==> config.mk <==
export PLATFORM = sky130hd
export DESIGN_NAME = mem_bist_sequencer
export DESIGN_NICKNAME = d
export VERILOG_FILES = /design/src/rtl/mem_bist_pkg.sv /design/src/rtl/mem_bist_cmp_pipe.sv /design/src/rtl/register.sv /design/src/rtl/mem_bist_sequencer.sv
export SDC_FILE = /design/constraint.sdc
export NUM_CORES = 1
export LEC_CHECK = 0
export BUFFER_PORTS_ARGS = -buffer_cell sky130_fd_sc_hd__buf_2
export CORE_MARGIN = 2
export CORE_UTILIZATION = 54
export CTS_CLUSTER_DIAMETER = 30
export DETAILED_ROUTE_END_ITERATION = 16
export PLACE_DENSITY = 0.8
export SKIP_CTS_REPAIR_TIMING = 1
export SLEW_MARGIN = 10
export SYNTH_ARGS = -nofsm -noshare
export SYNTH_HDL_FRONTEND = slang
export SYNTH_HIERARCHICAL = 1
export SYNTH_SLANG_ARGS = --single-unit
==> constraint.sdc <==
create_clock -name clk -period 1.8 [get_ports clk]
set_clock_uncertainty 0.05 [all_clocks]
set_input_delay 0.36 -clock clk [delete_from_list [all_inputs] [get_ports clk]]
set_output_delay 0.36 -clock clk [all_outputs]
set_load 0.05 [all_outputs]
==> src/rtl/mem_bist_pkg.sv <==
// Shared types and the data-pattern generator for the memory BIST sequencer.
package mem_bist_pkg;

  typedef enum logic [2:0] {
    StIdle,
    StWrite,
    StRead,
    StDrain,
    StDone
  } state_e;

  localparam logic [1:0] PatAddr    = 2'd0;
  localparam logic [1:0] PatInvAddr = 2'd1;
  localparam logic [1:0] PatChecker = 2'd2;
  localparam logic [1:0] PatOnes    = 2'd3;

  // Patterns are built at this width; callers truncate to their data width.
  localparam int unsigned PatMaxW = 64;

  function automatic logic [PatMaxW-1:0] pat(input logic [PatMaxW-1:0] addr,
                                             input logic [1:0]         sel);
    logic [PatMaxW-1:0] r;
    case (sel)
      PatAddr:    r = addr;
      PatInvAddr: r = ~addr;
      PatChecker: r = addr[0] ? {(PatMaxW/2){2'b10}} : {(PatMaxW/2){2'b01}};
      default:    r = '1;
    endcase
    return r;
  endfunction

endpackage

==> src/rtl/mem_bist_cmp_pipe.sv <==
// Delays {valid, addr, expected} by the memory read latency and flags read-data mismatches.
module mem_bist_cmp_pipe #(
  parameter int unsigned N      = 8,
  parameter int unsigned A      = 8,
  parameter int unsigned RD_LAT = 1
) (
  input  logic         clk,
  input  logic         rst,
  input  logic         in_valid,
  input  logic [A-1:0] in_addr,
  input  logic [N-1:0] in_exp,
  input  logic [N-1:0] mem_read,
  output logic         mismatch,
  output logic [A-1:0] mis_addr
);

  localparam int unsigned W = 1 + A + N;

  logic [W-1:0] stage [RD_LAT+1];
  logic         tail_valid;
  logic [N-1:0] tail_exp;

  assign stage[0] = {in_valid, in_addr, in_exp};

  // With RD_LAT=0 no stages are built and the compare is purely combinational.
  for (genvar i = 0; i < RD_LAT; i++) begin : g_stage
    register #(
      .W(W)
    ) u_reg (
      .clk(clk),
      .rst(rst),
      .d  (stage[i]),
      .q  (stage[i+1])
    );
  end

  assign {tail_valid, mis_addr, tail_exp} = stage[RD_LAT];
  assign mismatch = tail_valid && (mem_read != tail_exp);

endmodule

==> src/rtl/register.sv <==
// Plain D register with asynchronous active-low clear.
module register #(
  parameter int unsigned W = 1
) (
  input  logic         clk,
  input  logic         rst,
  input  logic [W-1:0] d,
  output logic [W-1:0] q
);

  always_ff @(posedge clk or negedge rst) begin
    if (!rst) begin
      q <= '0;
    end else begin
      q <= d;
    end
  end

endmodule

==> src/rtl/mem_bist_sequencer.sv <==
// Memory BIST sequencer: pattern fill, read-back compare, and pass/fail reporting.
module mem_bist_sequencer
  import mem_bist_pkg::*;
#(
  parameter int unsigned N      = 8,
  parameter int unsigned A      = 8,
  parameter int unsigned RD_LAT = 1
) (
  input  logic         clk,
  input  logic         rst,
  input  logic         start,
  input  logic [1:0]   pattern_sel,
  output logic         mem_we,
  output logic [A-1:0] mem_addr,
  output logic [N-1:0] mem_write,
  input  logic [N-1:0] mem_read,
  output logic         busy,
  output logic         done,
  output logic         pass,
  output logic [A:0]   err_count,
  output logic [A-1:0] first_err_addr
);

  localparam logic [A-1:0] LastAddr  = {A{1'b1}};
  localparam logic [A:0]   ErrMax    = {1'b1, {A{1'b0}}};
  localparam logic [1:0]   DrainLast = (RD_LAT == 0) ? 2'd0 : 2'(RD_LAT - 1);

  state_e       state_q, state_d;
  logic [A-1:0] addr_q, addr_d;
  logic [1:0]   sel_q, sel_d;
  logic [A:0]   err_q, err_d;
  logic [A-1:0] first_q, first_d;
  logic         pass_q, pass_d;
  logic [1:0]   drain_q, drain_d;

  logic [N-1:0] exp_data;
  logic         rd_valid;
  logic         mismatch;
  logic [A-1:0] mis_addr;

  assign exp_data = N'(pat(PatMaxW'(addr_q), sel_q));
  assign rd_valid = (state_q == StRead);

  mem_bist_cmp_pipe #(
    .N     (N),
    .A     (A),
    .RD_LAT(RD_LAT)
  ) u_cmp (
    .clk     (clk),
    .rst     (rst),
    .in_valid(rd_valid),
    .in_addr (addr_q),
    .in_exp  (exp_data),
    .mem_read(mem_read),
    .mismatch(mismatch),
    .mis_addr(mis_addr)
  );

  always_comb begin
    state_d   = state_q;
    addr_d    = addr_q;
    sel_d     = sel_q;
    err_d     = err_q;
    first_d   = first_q;
    pass_d    = pass_q;
    drain_d   = drain_q;
    mem_we    = 1'b0;
    mem_write = '0;
    busy      = 1'b0;
    done      = 1'b0;
    pass      = pass_q;

    // Saturate at DEPTH, which is also the largest possible count.
    if (mismatch && (err_q != ErrMax)) begin
      err_d = err_q + 1'b1;
      if (err_q == '0) begin
        first_d = mis_addr;
      end
    end

    case (state_q)
      StIdle: begin
        if (start) begin
          state_d = StWrite;
          sel_d   = pattern_sel;
          addr_d  = '0;
          err_d   = '0;
          first_d = '0;
          pass_d  = 1'b0;
        end
      end
      StWrite: begin
        busy      = 1'b1;
        mem_we    = 1'b1;
        mem_write = exp_data;
        addr_d    = addr_q + 1'b1;
        if (addr_q == LastAddr) begin
          addr_d  = '0;
          state_d = StRead;
        end
      end
      StRead: begin
        busy   = 1'b1;
        addr_d = addr_q + 1'b1;
        if (addr_q == LastAddr) begin
          addr_d  = '0;
          drain_d = '0;
          state_d = (RD_LAT == 0) ? StDone : StDrain;
        end
      end
      StDrain: begin
        busy    = 1'b1;
        drain_d = drain_q + 1'b1;
        if (drain_q == DrainLast) begin
          state_d = StDone;
        end
      end
      StDone: begin
        done    = 1'b1;
        pass    = (err_q == '0);
        pass_d  = pass;
        state_d = StIdle;
      end
      default: state_d = StIdle;
    endcase
  end

  always_ff @(posedge clk or negedge rst) begin
    if (!rst) begin
      state_q <= StIdle;
      addr_q  <= '0;
      sel_q   <= '0;
      err_q   <= '0;
      first_q <= '0;
      pass_q  <= 1'b0;
      drain_q <= '0;
    end else begin
      state_q <= state_d;
      addr_q  <= addr_d;
      sel_q   <= sel_d;
      err_q   <= err_d;
      first_q <= first_d;
      pass_q  <= pass_d;
      drain_q <= drain_d;
    end
  end

  assign mem_addr       = addr_q;
  assign err_count      = err_q;
  assign first_err_addr = first_q;

endmodule
Yosys cells after proc, flatten, opt, wreduce, memory -nomap -nowiden
Cells that the tools add are included.
- flip-flop bits (word level): 50
- input port bits: 13
- word-level logic and storage cells: 67
- $add $sub $neg: 3
- eq/ne operators: 13
- mux-type cells: 26
- bitwise logic cells: 1
- reductions and logical operators: 16
- operators with widths (kind ; count):
    $mux W8 ; 8
    $mux W9 ; 3
    $pmux W8 S3 ; 1
    $pmux W8 S2 ; 1
    $mux W3 ; 4
    $pmux W3 S4 ; 1
    $add A9 B1 Y9 const B ; 1
    $logic_not A9 Y1 ; 1
    $ne A9 B9 Y1 const B ; 1
    $add A8 B1 Y8 const B ; 1
    $eq A8 B8 Y1 const B ; 1
    $ne A8 B8 Y1 ; 1
    $not A8 Y8 ; 1
    $reduce_and A2 Y1 ; 4
    $eq A3 B2 Y1 const B ; 2
    $ne A2 B2 Y1 const B ; 3
    $reduce_bool A2 Y1 ; 3
    $mux W1 ; 5
    $logic_not A2 Y1 ; 2
    $pmux W2 S2 ; 1
    $reduce_and A4 Y1 ; 1
    $eq A3 B1 Y1 const B ; 1
    $eq A3 B3 Y1 const B ; 1
    $logic_not A3 Y1 ; 1
    other kinds (9) ; 10

Longest topological paths before layout
Gate-level depths: netlist of the first run.
- depth in word-level cells: 6
- depth in mapped cells: 7
- depth with buffers taken out: 7

Cells and area by module
Netlist of the first run, hierarchy kept.
- by module, submodules not included (module ; times used ; cells each ; area each (µm²) ; seq. area each (µm²)):
    mem_bist_sequencer ; 1 ; 198 ; 1889.3 ; 825.8
    register ; 1 ; 17 ; 425.4 ; 425.4
    mem_bist_cmp_pipe ; 1 ; 11 ; 90.1 ; 0.0

Worst setup path before layout of the first run
Ideal clock, no wire load.
- kind: register -> register
- from: reg state_q[0]
- to: reg pass_q
- data arrival time: 3.118 ns
- path slack: -1.494 ns
- stages on the path, launching flop included: 5
- path buffers: 1
- path through: dfrtp_1 -> buf_2 -> nor3b_1 -> o21ai_0 -> nor2b_1
- cells in the longest elaborated chain, start to end: 3
- elaborated cells on any way between the ends: 6
- those cells by class: eq/ne (2); mux (1); reduce/logical (3)
- RTL lines (what ; RTL line ; RTL):
    start: declaration ; mem_bist_sequencer.sv:28 ; state_e state_q, state_d;
    start signal: assignment ; mem_bist_sequencer.sv:130 ; state_q <= StIdle;
    start signal: assignment ; mem_bist_sequencer.sv:138 ; state_q <= state_d;
    $eq A3 B3 Y1 or $logic_not A3 Y1 (tied branches) ; mem_bist_sequencer.sv:81 ; case (state_q)
    $reduce_bool A2 Y1 (no line) or $ne A2 B2 Y1 (tied branches) ; - ;
    $reduce_and A2 Y1 (no line) ; - ;
    end signal: assignment ; mem_bist_sequencer.sv:143 ; pass_q <= pass_d;
    end: declaration ; mem_bist_sequencer.sv:33 ; logic pass_q, pass_d;
Parallel ways exist; a longest one is shown, timed or not.
A chain may end at the register's enable or synchronous reset.

Worst setup path in the final report of the first run
- from: reg state_q[0]
- to: out mem_write[6]
- cells in the longest elaborated chain, start to end: 2
- RTL lines (what ; RTL line ; RTL):
    $eq A3 B1 Y1 ; mem_bist_sequencer.sv:81 ;
    $mux W8 ; mem_bist_sequencer.sv:81 ;
    end: declaration ; mem_bist_sequencer.sv:15 ; output logic [N-1:0] mem_write,
Every way passes these cells.

==> flow_summary.json, run 1 <==
{
  "route.detailed.vias_per_inst": 5.50,
  "postSynth.asyncResetShare_pct": 100,
  "achievable_frequency_mhz": 496,
  "result_of_the_run": "finished with violations",
  "netlist_instances": 226,
  "via_count_of_the_first_global_routing_pass": 1849,
  "critical_path_required_ns": 1.39,
  "ys_seq_area_share_pct": 52.0,
  "critPathTopFamily": "simple AND/OR/NAND/NOR gates",
  "synth_enable_flop_cells": 0,
  "sequential_cell_area_um2": 1260,
  "slew_viol_final": 0,
  "worst_ir_drop_vdd_mv": 0.494,
  "critical_path_peak_fanout": 8,
  "grt_first_pass_wirelength_um": 8610,
  "layout-drive-gt1-share_pct": 46.8,
  "area_of_the_die_um2": 5000,
  "cp_slowest_stage_delay_ns": 0.39,
  "final.period_utilization_pct": 112,
  "num-fill-cells": 259,
  "place_hpwl_um": 3910,
  "route.vias.total": 1992,
  "core_area_um2": 4320,
  "timing.setup.critical_path_class": "reg -> out",
  "power_density_nw_per_um2": 789,
  "synth_top_flop_cell": "dfrtp_1",
  "cts-htree-levels": 2,
  "min-delay-path-class": "in -> reg",
  "design.final.nets": 326,
  "clockBufferDepth": 2,
  "drc": 0,
  "groute.usage.overall_pct": 22.3,
  "final_common_cell": "dfrtp_1",
  "grt_start_max_net_pins": 51,
  "multi_input_comb_area_um2": 1310,
  "cp_data_arrival_time_ns": 1.61,
  "crit_path_end_kind": "primary output",
  "clock-sinks": 50,
  "tritoncts": "built",
  "timing.critical_path.from_type": "flip-flop",
  "violations_in_the_final_reports": "negative setup slack",
  "worstPathBufferInverterCount": 4,
  "cts_inserted_buffers": 5,
  "timing.final.hold_violations": 0,
  "combPwrFrac_pct": 30.0,
  "dpl_worst_slack_ns": -0.278,
  "clock_latency_ns": 0.31,
  "overflow": 0,
  "detail_route.wl_per_cell_um": 15.8,
  "cellInternalPower_uw": 1840,
  "power_frac_seq_pct": 45.2,
  "nets_in_the_synthesized_netlist": 243,
  "cts.clk_slew.worst_paths_ns": 0.09,
  "total_routed_wirelength_um": 5700,
  "fin_setup_tns_ns": -1.81,
  "switchingPower_uw": 889,
  "report.power.total_uw": 2730,
  "io_buffers": 49,
  "ys_seq_elements": 50,
  "max_slew.worst_pin.slew_ns": 0.421,
  "rsz0062_at_grt": "yes",
  "swShare_pct": 32.5,
  "synth_cell_types": 47,
  "starting_drt_drc_count": 74,
  "maxCapViolCount": 0,
  "grt_antenna_before_repair": 0,
  "die_width_um": 70.7,
  "cts-root-buf": "clkbuf_8",
  "std_cell_rows": 24,
  "timing.max_slew.rel_slack_pct": 71.7,
  "start_util_pct": 55.6,
  "power_leakage_uw": 0.00176,
  "die_height_um": 70.7,
  "detailedRoute.firstPassIterationCount": 4,
  "crit_slowest_cell": "dfrtp_1",
  "setup_viol": 12,
  "final_replace_weighted_congestion": 0.771,
  "worstPathCellList": "inv_2 > or3_4 > buf_12 > clkinv_8 > and2_4 > buf_8",
  "route.antenna.remaining_nets": 0,
  "most-common-layout-cells": "dfrtp_1, buf_2, nor2_1, buf_4, xor2_1",
  "finalWorstSetupSlack_ns": -0.216,
  "post_synth.cell_area_avg_um2": 10.6,
  "syn2layout_area_growth_pct": 44.0,
  "floorplan.io_pins": 50,
  "number_of_antenna_diodes": 0,
  "placed_cell_area_um2": 3030,
  "yosys_warnings": 6,
  "post_synth_instance_area_um2": 2400,
  "clock_power_share_pct": 24.8,
  "fin_crit_ns": 2.02,
  "layout.cell_area.non_filler_um2": 3460
}
==> synthesized netlist by cell type (2+ instances only) <==
cell / instances / area share (%)
ha_1: 4 / 2.1
nor3_1: 7 / 1.5
nand3_1: 8 / 1.7
nand4_1: 4 / 1.0
nor4b_2: 2 / 1.2
mux2i_1: 10 / 4.2
inv_1: 10 / 1.6
and2_1: 2 / 0.52
mux2_2: 2 / 0.94
xor2_1: 25 / 9.1
buf_2: 6 / 1.2
o21a_1: 3 / 0.94
nor2b_1: 4 / 1.0
or3_1: 2 / 0.52
clkbuf_1: 2 / 0.31
xnor2_1: 3 / 1.1
and4_1: 2 / 0.73
a21oi_1: 5 / 1.0
and3_1: 5 / 1.3
dfrtp_1: 50 / 52
nor2_1: 34 / 5.3
nor4_1: 4 / 1.0
o21ai_0: 2 / 0.42
nand2_1: 7 / 1.1
==> metrics by stage <==
step / hold WS, ns / utilization [%] / cells
4_1_cts: -0.0176 / 72.2 / 352
3_5_place_dp: 0.319 / 70.1 / 344
3_3_place_gp: 0.317 / 70.1 / 344
2_1_floorplan: 0.0144 / - / 226
5_1_grt: 0.222 / 80.1 / 362
6_report: 0.223 / 80.1 / 362
==> power groups by stage <==
stage	clock (µW)	sequential (µW)	combinational, µW
after floorplan	0	1300	416
after global placement	0	1250	659
after detailed placement	0	1260	679
after CTS	693	1230	682
after global routing	733	1240	871
final	677	1240	820
==> layout make-up <==
| cell class | count | area share (%) |
|---|---|---|
| repair buffers | 86 | 19.8 |
| inverters | 10 | 1.45 |
| flip-flops and latches | 50 | 36.3 |
| multi-input cells | 156 | 37.9 |
| clock inverters | 1 | 0.145 |
| clock buffers | 7 | 2.49 |
| well taps | 52 | 1.88 |
==> per-layer routing <==
layer | vias up | part of all wire [%] | GRT usage (%)
met5 | - | 0 | 0
met4 | 0 | 1.2 | 7.76
met3 | 6 | 4.3 | 4.56
met2 | 55 | 52 | 37.0
met1 | 985 | 43 | 29.5
li1 | 946 | - | -
==> final timing paths <==
path                       cells past startpoint                                    end  slack, ns                              startpoint
setup / recovery                               6                           mem_write[6]      -0.22                  state_q[0]$_DFFE_PN0P_
hold / removal                                 2                   sel_q[0]$_DFFE_PN0P_       0.22                          pattern_sel[0]
setup reg to reg                               8                 err_count[1]$_DFF_PN0_      -0.03   u_cmp/g_stage[0].u_reg/q[0]$_DFF_PN0_
hold reg to reg                                2            first_err_addr[4]$_DFF_PN0_       0.45  u_cmp/g_stage[0].u_reg/q[12]$_DFF_PN0_
max in group asynchronous                      3                 err_count[0]$_DFF_PN0_       0.94                                     rst
min in group asynchronous                      3  u_cmp/g_stage[0].u_reg/q[4]$_DFF_PN0_       0.52                                     rst
==> flip-flops by register name, summed over array words and instances, names as in the netlist <==
signal / count
drain_q: 2
err_count: 9
first_err_addr: 8
mem_addr: 8
pass_q: 1
sel_q: 2
state_q: 3
u_cmp/g_stage.u_reg/q: 17
==> worst register-to-register path, cell delays in order (launching register included) <==
cell      delay [ns]
dfrtp_1         0.38
xor2_1          0.15
nor4_2          0.39
a21boi_2        0.17
buf_4           0.18
inv_2           0.05
a31o_4          0.12
mux2i_1         0.18
nor2_1          0.05
==> cell families (layout without fill, tap and decap cells) <==
kind of cell	after synthesis	after routing	share of synthesized area [%]
flip-flops	50	50	52.0
AND/OR/NAND/NOR	89	89	19.7
buffers and inverters	20	104	3.90
multiplexers	12	12	5.10
AO/OA/AOI/OAI	23	23	6.97
XOR/XNOR	28	28	10.2
adder cells (fa/ha/maj)	4	4	2.08
Power figures use the tool's default switching activity.
==> run 2: changes to the inputs <==
--- a/config.mk
+++ b/config.mk
@@ -7,10 +7,10 @@
 export LEC_CHECK = 0
 export BUFFER_PORTS_ARGS = -buffer_cell sky130_fd_sc_hd__buf_2
 export CORE_MARGIN = 2
-export CORE_UTILIZATION = 54
+export CORE_UTILIZATION = 40
 export CTS_CLUSTER_DIAMETER = 30
 export DETAILED_ROUTE_END_ITERATION = 16
-export PLACE_DENSITY = 0.8
+export PLACE_DENSITY = 0.62
 export SKIP_CTS_REPAIR_TIMING = 1
 export SLEW_MARGIN = 10
 export SYNTH_ARGS = -nofsm -noshare
==> flow_summary.json, run 2 (same netlist as run 1, synthesis figures left out) <==
{
  "result_of_the_run": "finished with violations",
  "violations_in_the_final_reports": "negative setup slack",
  "floorplan.io_pins": 50,
  "cts_inserted_buffers": 5,
  "grt_start_max_net_pins": 51,
  "cts-htree-levels": 2,
  "min-delay-path-class": "in -> reg",
  "final_replace_weighted_congestion": 0.849,
  "reg2reg_setup_slack_ns": 0.09,
  "starting_drt_drc_count": 68,
  "largest_register_ffs": 17,
  "groute.usage.overall_pct": 17.2,
  "most-common-layout-cells": "dfrtp_1, buf_2, nor2_1, buf_4, xor2_1",
  "timing.max_slew.rel_slack_pct": 75.9,
  "std_cell_rows": 28,
  "worstHoldEndpoint": "sel_q[1]$_DFFE_PN0P_",
  "detail_route.wl_per_cell_um": 14.3,
  "clock-sinks": 50,
  "area_of_the_die_um2": 6650,
  "achievable_frequency_mhz": 499,
  "drc": 0,
  "io_buffers": 49,
  "rsz0062_at_grt": "yes",
  "overflow": 0,
  "holdCritStartpoint": "pattern_sel[1]",
  "cts.clk_slew.worst_paths_ns": 0.09,
  "die_height_um": 81.5,
  "tritoncts": "built",
  "critical_path_required_ns": 1.39,
  "timing.setup.critical_path_class": "reg -> out",
  "detailedRoute.firstPassIterationCount": 6,
  "finalWorstSetupSlack_ns": -0.204,
  "timing.final.hold_violations": 0,
  "critical_path_peak_fanout": 8,
  "start_util_pct": 41.1,
  "maxCapViolCount": 0,
  "number_of_antenna_diodes": 0,
  "route.detailed.vias_per_inst": 4.97,
  "final_common_cell": "dfrtp_1",
  "crit_slowest_cell": "dfrtp_1",
  "power_leakage_uw": 0.00173,
  "crit_path_end_kind": "primary output",
  "clock_latency_ns": 0.30,
  "worstReg2RegEnd": "drain_q[1]$_DFFE_PN0P_",
  "final.period_utilization_pct": 111,
  "core_area_um2": 5850,
  "timing.critical_path.from_type": "flip-flop",
  "cp_slowest_stage_delay_ns": 0.40,
  "route.antenna.remaining_nets": 0,
  "clockBufferDepth": 2,
  "worst_hold_path.num_cells": 2,
  "design.final.nets": 326,
  "max_slew.worst_pin.slew_ns": 0.359,
  "slew_viol_final": 0,
  "cts-root-buf": "clkbuf_8",
  "layout-drive-gt1-share_pct": 43.5,
  "reg2reg_depth": 5,
  "worst_ir_drop_vdd_mv": 0.358,
  "place_hpwl_um": 3830,
  "dpl_worst_slack_ns": -0.0764,
  "power_density_nw_per_um2": 789,
  "fin_crit_ns": 2.00,
  "cp_data_arrival_time_ns": 1.59,
  "utilization_after_layout_pct": 58.0,
  "setup_viol": 11,
  "die_width_um": 81.5,
  "grt_antenna_before_repair": 0,
  "via_count_of_the_first_global_routing_pass": 1848,
  "worstPathCellList": "or3_4 > buf_12 > inv_6 > and2_4 > buf_8",
  "largest_register": "u_cmp/g_stage.u_reg/q",
  "total_routed_wirelength_um": 5490,
  "route.vias.total": 1914,
  "worst_r2r_startpoint": "mem_addr[0]$_DFFE_PN0P_",
  "grt_first_pass_wirelength_um": 8670,
  "syn2layout_area_growth_pct": 41.1
}
run 2: power breakdown:
group | leakage [µW] | switching, µW | internal, µW
sequential | 0.000651 | 51.9 | 1190
combinational | 0.00103 | 451 | 319
clock | 0.0000482 | 358 | 311
run 2: final cells by class:
type	instances	area [µm²]
clock inverters	1	5.00
flip-flops and latches	50	1260
inverters	10	46.3
well taps	75	93.8
repair buffers	86	648
multi-input cells	156	1250
fillers	496	2460
clock buffers	7	86.3
run 2: critical path: cells and delay by family, from the launching register on:
| family | cells | cell delay (ns) |
|---|---|---|
| buffers and inverters | 3 | 0.35 |
| flip-flops | 1 | 0.40 |
| AND/OR/NAND/NOR | 2 | 0.53 |
run 2: per-layer routing:
metal	up-vias	routed length [µm]	GRT usage (%)
li1	940	-	-
met1	933	2510	22.8
met2	39	2720	28.1
met3	2	230	4.40
met4	0	29	4.07
met5	-	0	0
run 2: worst max-delay path by stage:
stage,startpoint,slack [ns],endpoint
global placement,err_count[0]$_DFF_PN0_,-0.06,pass
detailed placement,mem_read[6],-0.08,err_count[8]$_DFF_PN0_
CTS,err_count[0]$_DFF_PN0_,-0.39,pass
global route,sel_q[0]$_DFFE_PN0P_,-0.26,mem_write[6]
finish,state_q[2]$_DFFE_PN0P_,-0.20,mem_write[6]
floorplan,state_q[0]$_DFFE_PN0P_,-0.12,pass
run 2: stage by stage:
| stage | setup TNS [ns] | std cells | instance area, µm² | hold slack [ns] | total power (µW) |
|---|---|---|---|---|---|
| floorplan | -0.340 | 226 | 2540 | 0.0144 | 1720 |
| global placement | -0.554 | 369 | 3060 | 0.321 | 1910 |
| detailed placement | -0.484 | 369 | 3060 | 0.320 | 1920 |
| CTS | -3.55 | 377 | 3150 | -0.00897 | 2590 |
| global route | -2.34 | 385 | 3390 | 0.215 | 2830 |
| finish | -1.65 | 385 | 3390 | 0.237 | 2680 |
==> run 3: changes to the inputs <==
--- a/config.mk
+++ b/config.mk
@@ -5,12 +5,13 @@
 export SDC_FILE = /design/constraint.sdc
 export NUM_CORES = 1
 export LEC_CHECK = 0
-export BUFFER_PORTS_ARGS = -buffer_cell sky130_fd_sc_hd__buf_2
+export ABC_CLOCK_PERIOD_IN_PS = 1800
+export BUFFER_PORTS_ARGS = -buffer_cell sky130_fd_sc_hd__buf_4
 export CORE_MARGIN = 2
-export CORE_UTILIZATION = 40
+export CORE_UTILIZATION = 54
 export CTS_CLUSTER_DIAMETER = 30
 export DETAILED_ROUTE_END_ITERATION = 16
-export PLACE_DENSITY = 0.62
+export PLACE_DENSITY = 0.8
 export SKIP_CTS_REPAIR_TIMING = 1
 export SLEW_MARGIN = 10
 export SYNTH_ARGS = -nofsm -noshare
==> flow_summary.json, run 3 (same netlist as run 1, synthesis figures left out) <==
{
  "via_count_of_the_first_global_routing_pass": 1709,
  "overflow": 0,
  "critical_path_required_ns": 1.39,
  "worst_ir_drop_vdd_mv": 0.517,
  "max_slew.worst_pin.slew_ns": 0.619,
  "crit_slowest_cell": "dfrtp_2",
  "area_of_the_die_um2": 5000,
  "syn2layout_area_growth_pct": 40.5,
  "cts-root-buf": "clkbuf_8",
  "core_area_um2": 4320,
  "final_replace_weighted_congestion": 0.755,
  "route.vias.total": 1928,
  "worstReg2RegEnd": "err_count[8]$_DFF_PN0_",
  "drc": 0,
  "reg2reg_setup_slack_ns": 0.07,
  "crit_path_end_kind": "primary output",
  "result_of_the_run": "finished with violations",
  "route.detailed.vias_per_inst": 5.46,
  "fin_crit_ns": 2.02,
  "cts.clk_slew.worst_paths_ns": 0.09,
  "die_height_um": 70.7,
  "timing.setup.critical_path_class": "reg -> out",
  "critical_path_peak_fanout": 2,
  "clock-sinks": 50,
  "detail_route.wl_per_cell_um": 15.6,
  "num-fill-cells": 283,
  "grt_first_pass_wirelength_um": 8180,
  "utilization_after_layout_pct": 78.2,
  "clockBufferDepth": 2,
  "min-delay-path-class": "in -> async",
  "final_common_cell": "buf_4",
  "rsz0062_at_grt": "yes",
  "slew_viol_final": 0,
  "groute.usage.overall_pct": 21.1,
  "maxCapViolCount": 0,
  "timing.critical_path.from_type": "flip-flop",
  "worstPathCellList": "inv_2 > ha_4 > nor4b_4 > nand3_2 > o21ai_4 > buf_6",
  "die_width_um": 70.7,
  "largest_register": "u_cmp/g_stage.u_reg/q",
  "sequential_cell_area_um2": 1260,
  "violations_in_the_final_reports": "negative setup slack",
  "cts_inserted_buffers": 5,
  "timing.final.hold_violations": 0,
  "achievable_frequency_mhz": 494,
  "detailedRoute.firstPassIterationCount": 4,
  "critPathTopFamily": "flip-flops",
  "reg2reg_depth": 7,
  "largest_register_ffs": 17,
  "clock_latency_ns": 0.31,
  "design.final.nets": 317,
  "layout-drive-gt1-share_pct": 42.2,
  "multi_input_comb_area_um2": 1260,
  "std_cell_rows": 24,
  "layout.cell_area.non_filler_um2": 3380,
  "setup_viol": 11,
  "worstPathBufferInverterCount": 2,
  "cp_slowest_stage_delay_ns": 0.42,
  "start_util_pct": 55.6,
  "power_density_nw_per_um2": 797,
  "io_buffers": 49,
  "total_routed_wirelength_um": 5510,
  "cts-htree-levels": 2,
  "cp_data_arrival_time_ns": 1.61,
  "number_of_antenna_diodes": 0,
  "most-common-layout-cells": "buf_4, dfrtp_1, nor2_1, xor2_1, buf_6",
  "tritoncts": "built",
  "power_leakage_uw": 0.00170,
  "place_hpwl_um": 3590,
  "finalWorstSetupSlack_ns": -0.224,
  "final.period_utilization_pct": 112,
  "worst_r2r_startpoint": "u_cmp/g_stage[0].u_reg/q[7]$_DFF_PN0_",
  "starting_drt_drc_count": 104,
  "placed_cell_area_um2": 3080,
  "floorplan.io_pins": 50,
  "route.antenna.remaining_nets": 0,
  "grt_start_max_net_pins": 51,
  "grt_antenna_before_repair": 0,
  "timing.max_slew.rel_slack_pct": 58.7
}
==> run 3: how the worst max path moves through the flow <==
stage                                              to  cells after the start              startpoint
after floorplan                                  pass                      4  state_q[0]$_DFFE_PN0P_
after global placement         err_count[8]$_DFF_PN0_                      8             mem_read[1]
after detailed placement  first_err_addr[2]$_DFF_PN0_                      7             mem_read[7]
after CTS                                mem_write[0]                      4    sel_q[0]$_DFFE_PN0P_
after global routing                             pass                      6  err_count[0]$_DFF_PN0_
final                                            pass                      6  err_count[0]$_DFF_PN0_
==> run 3: report_power, final <==
group          switching, µW  internal (µW)
registers               52.2           1190
logic                    456            325
clock network            363            311
==> run 3: worst register-to-register path, stage by stage, from the launching register on <==
cell	delay [ns]
dfrtp_1	0.39
xor2_1	0.20
nor4_2	0.08
a21boi_2	0.29
and4_4	0.29
nand3_1	0.09
xor2_1	0.18
nor2_1	0.06
==> run 3: cell type report <==
class                           instances  area share [%]
Timing Repair Buffer                   77            19.3
Tap cell                               52            1.93
Sequential cell                        50            37.2
Clock buffer                            7            2.55
Multi-Input combinational cell        156            37.3
Inverter                               10            1.48
Clock inverter                          1           0.148
==> run 3: per-stage QoR <==
stage | std cells | total power [µW] | hold slack (ns) | TNS (ns) | worst slack, ns
after floorplan | 226 | 1720 | 0.0144 | -0.340 | -0.121
after global placement | 336 | 1920 | 0.359 | -1.14 | -0.134
final | 353 | 2690 | 0.0106 | -1.70 | -0.224
after CTS | 344 | 2600 | 0.0258 | -4.00 | -0.394
after global routing | 353 | 2800 | 0.0575 | -2.38 | -0.302
after detailed placement | 336 | 1940 | 0.365 | -1.77 | -0.162
==> run 3: layer usage <==
| layer | wire, µm | global-route usage [%] |
|---|---|---|
| met5 | 0 | 0 |
| met4 | 102 | 7.13 |
| met3 | 285 | 4.99 |
| met2 | 2710 | 32.2 |
| met1 | 2410 | 29.9 |
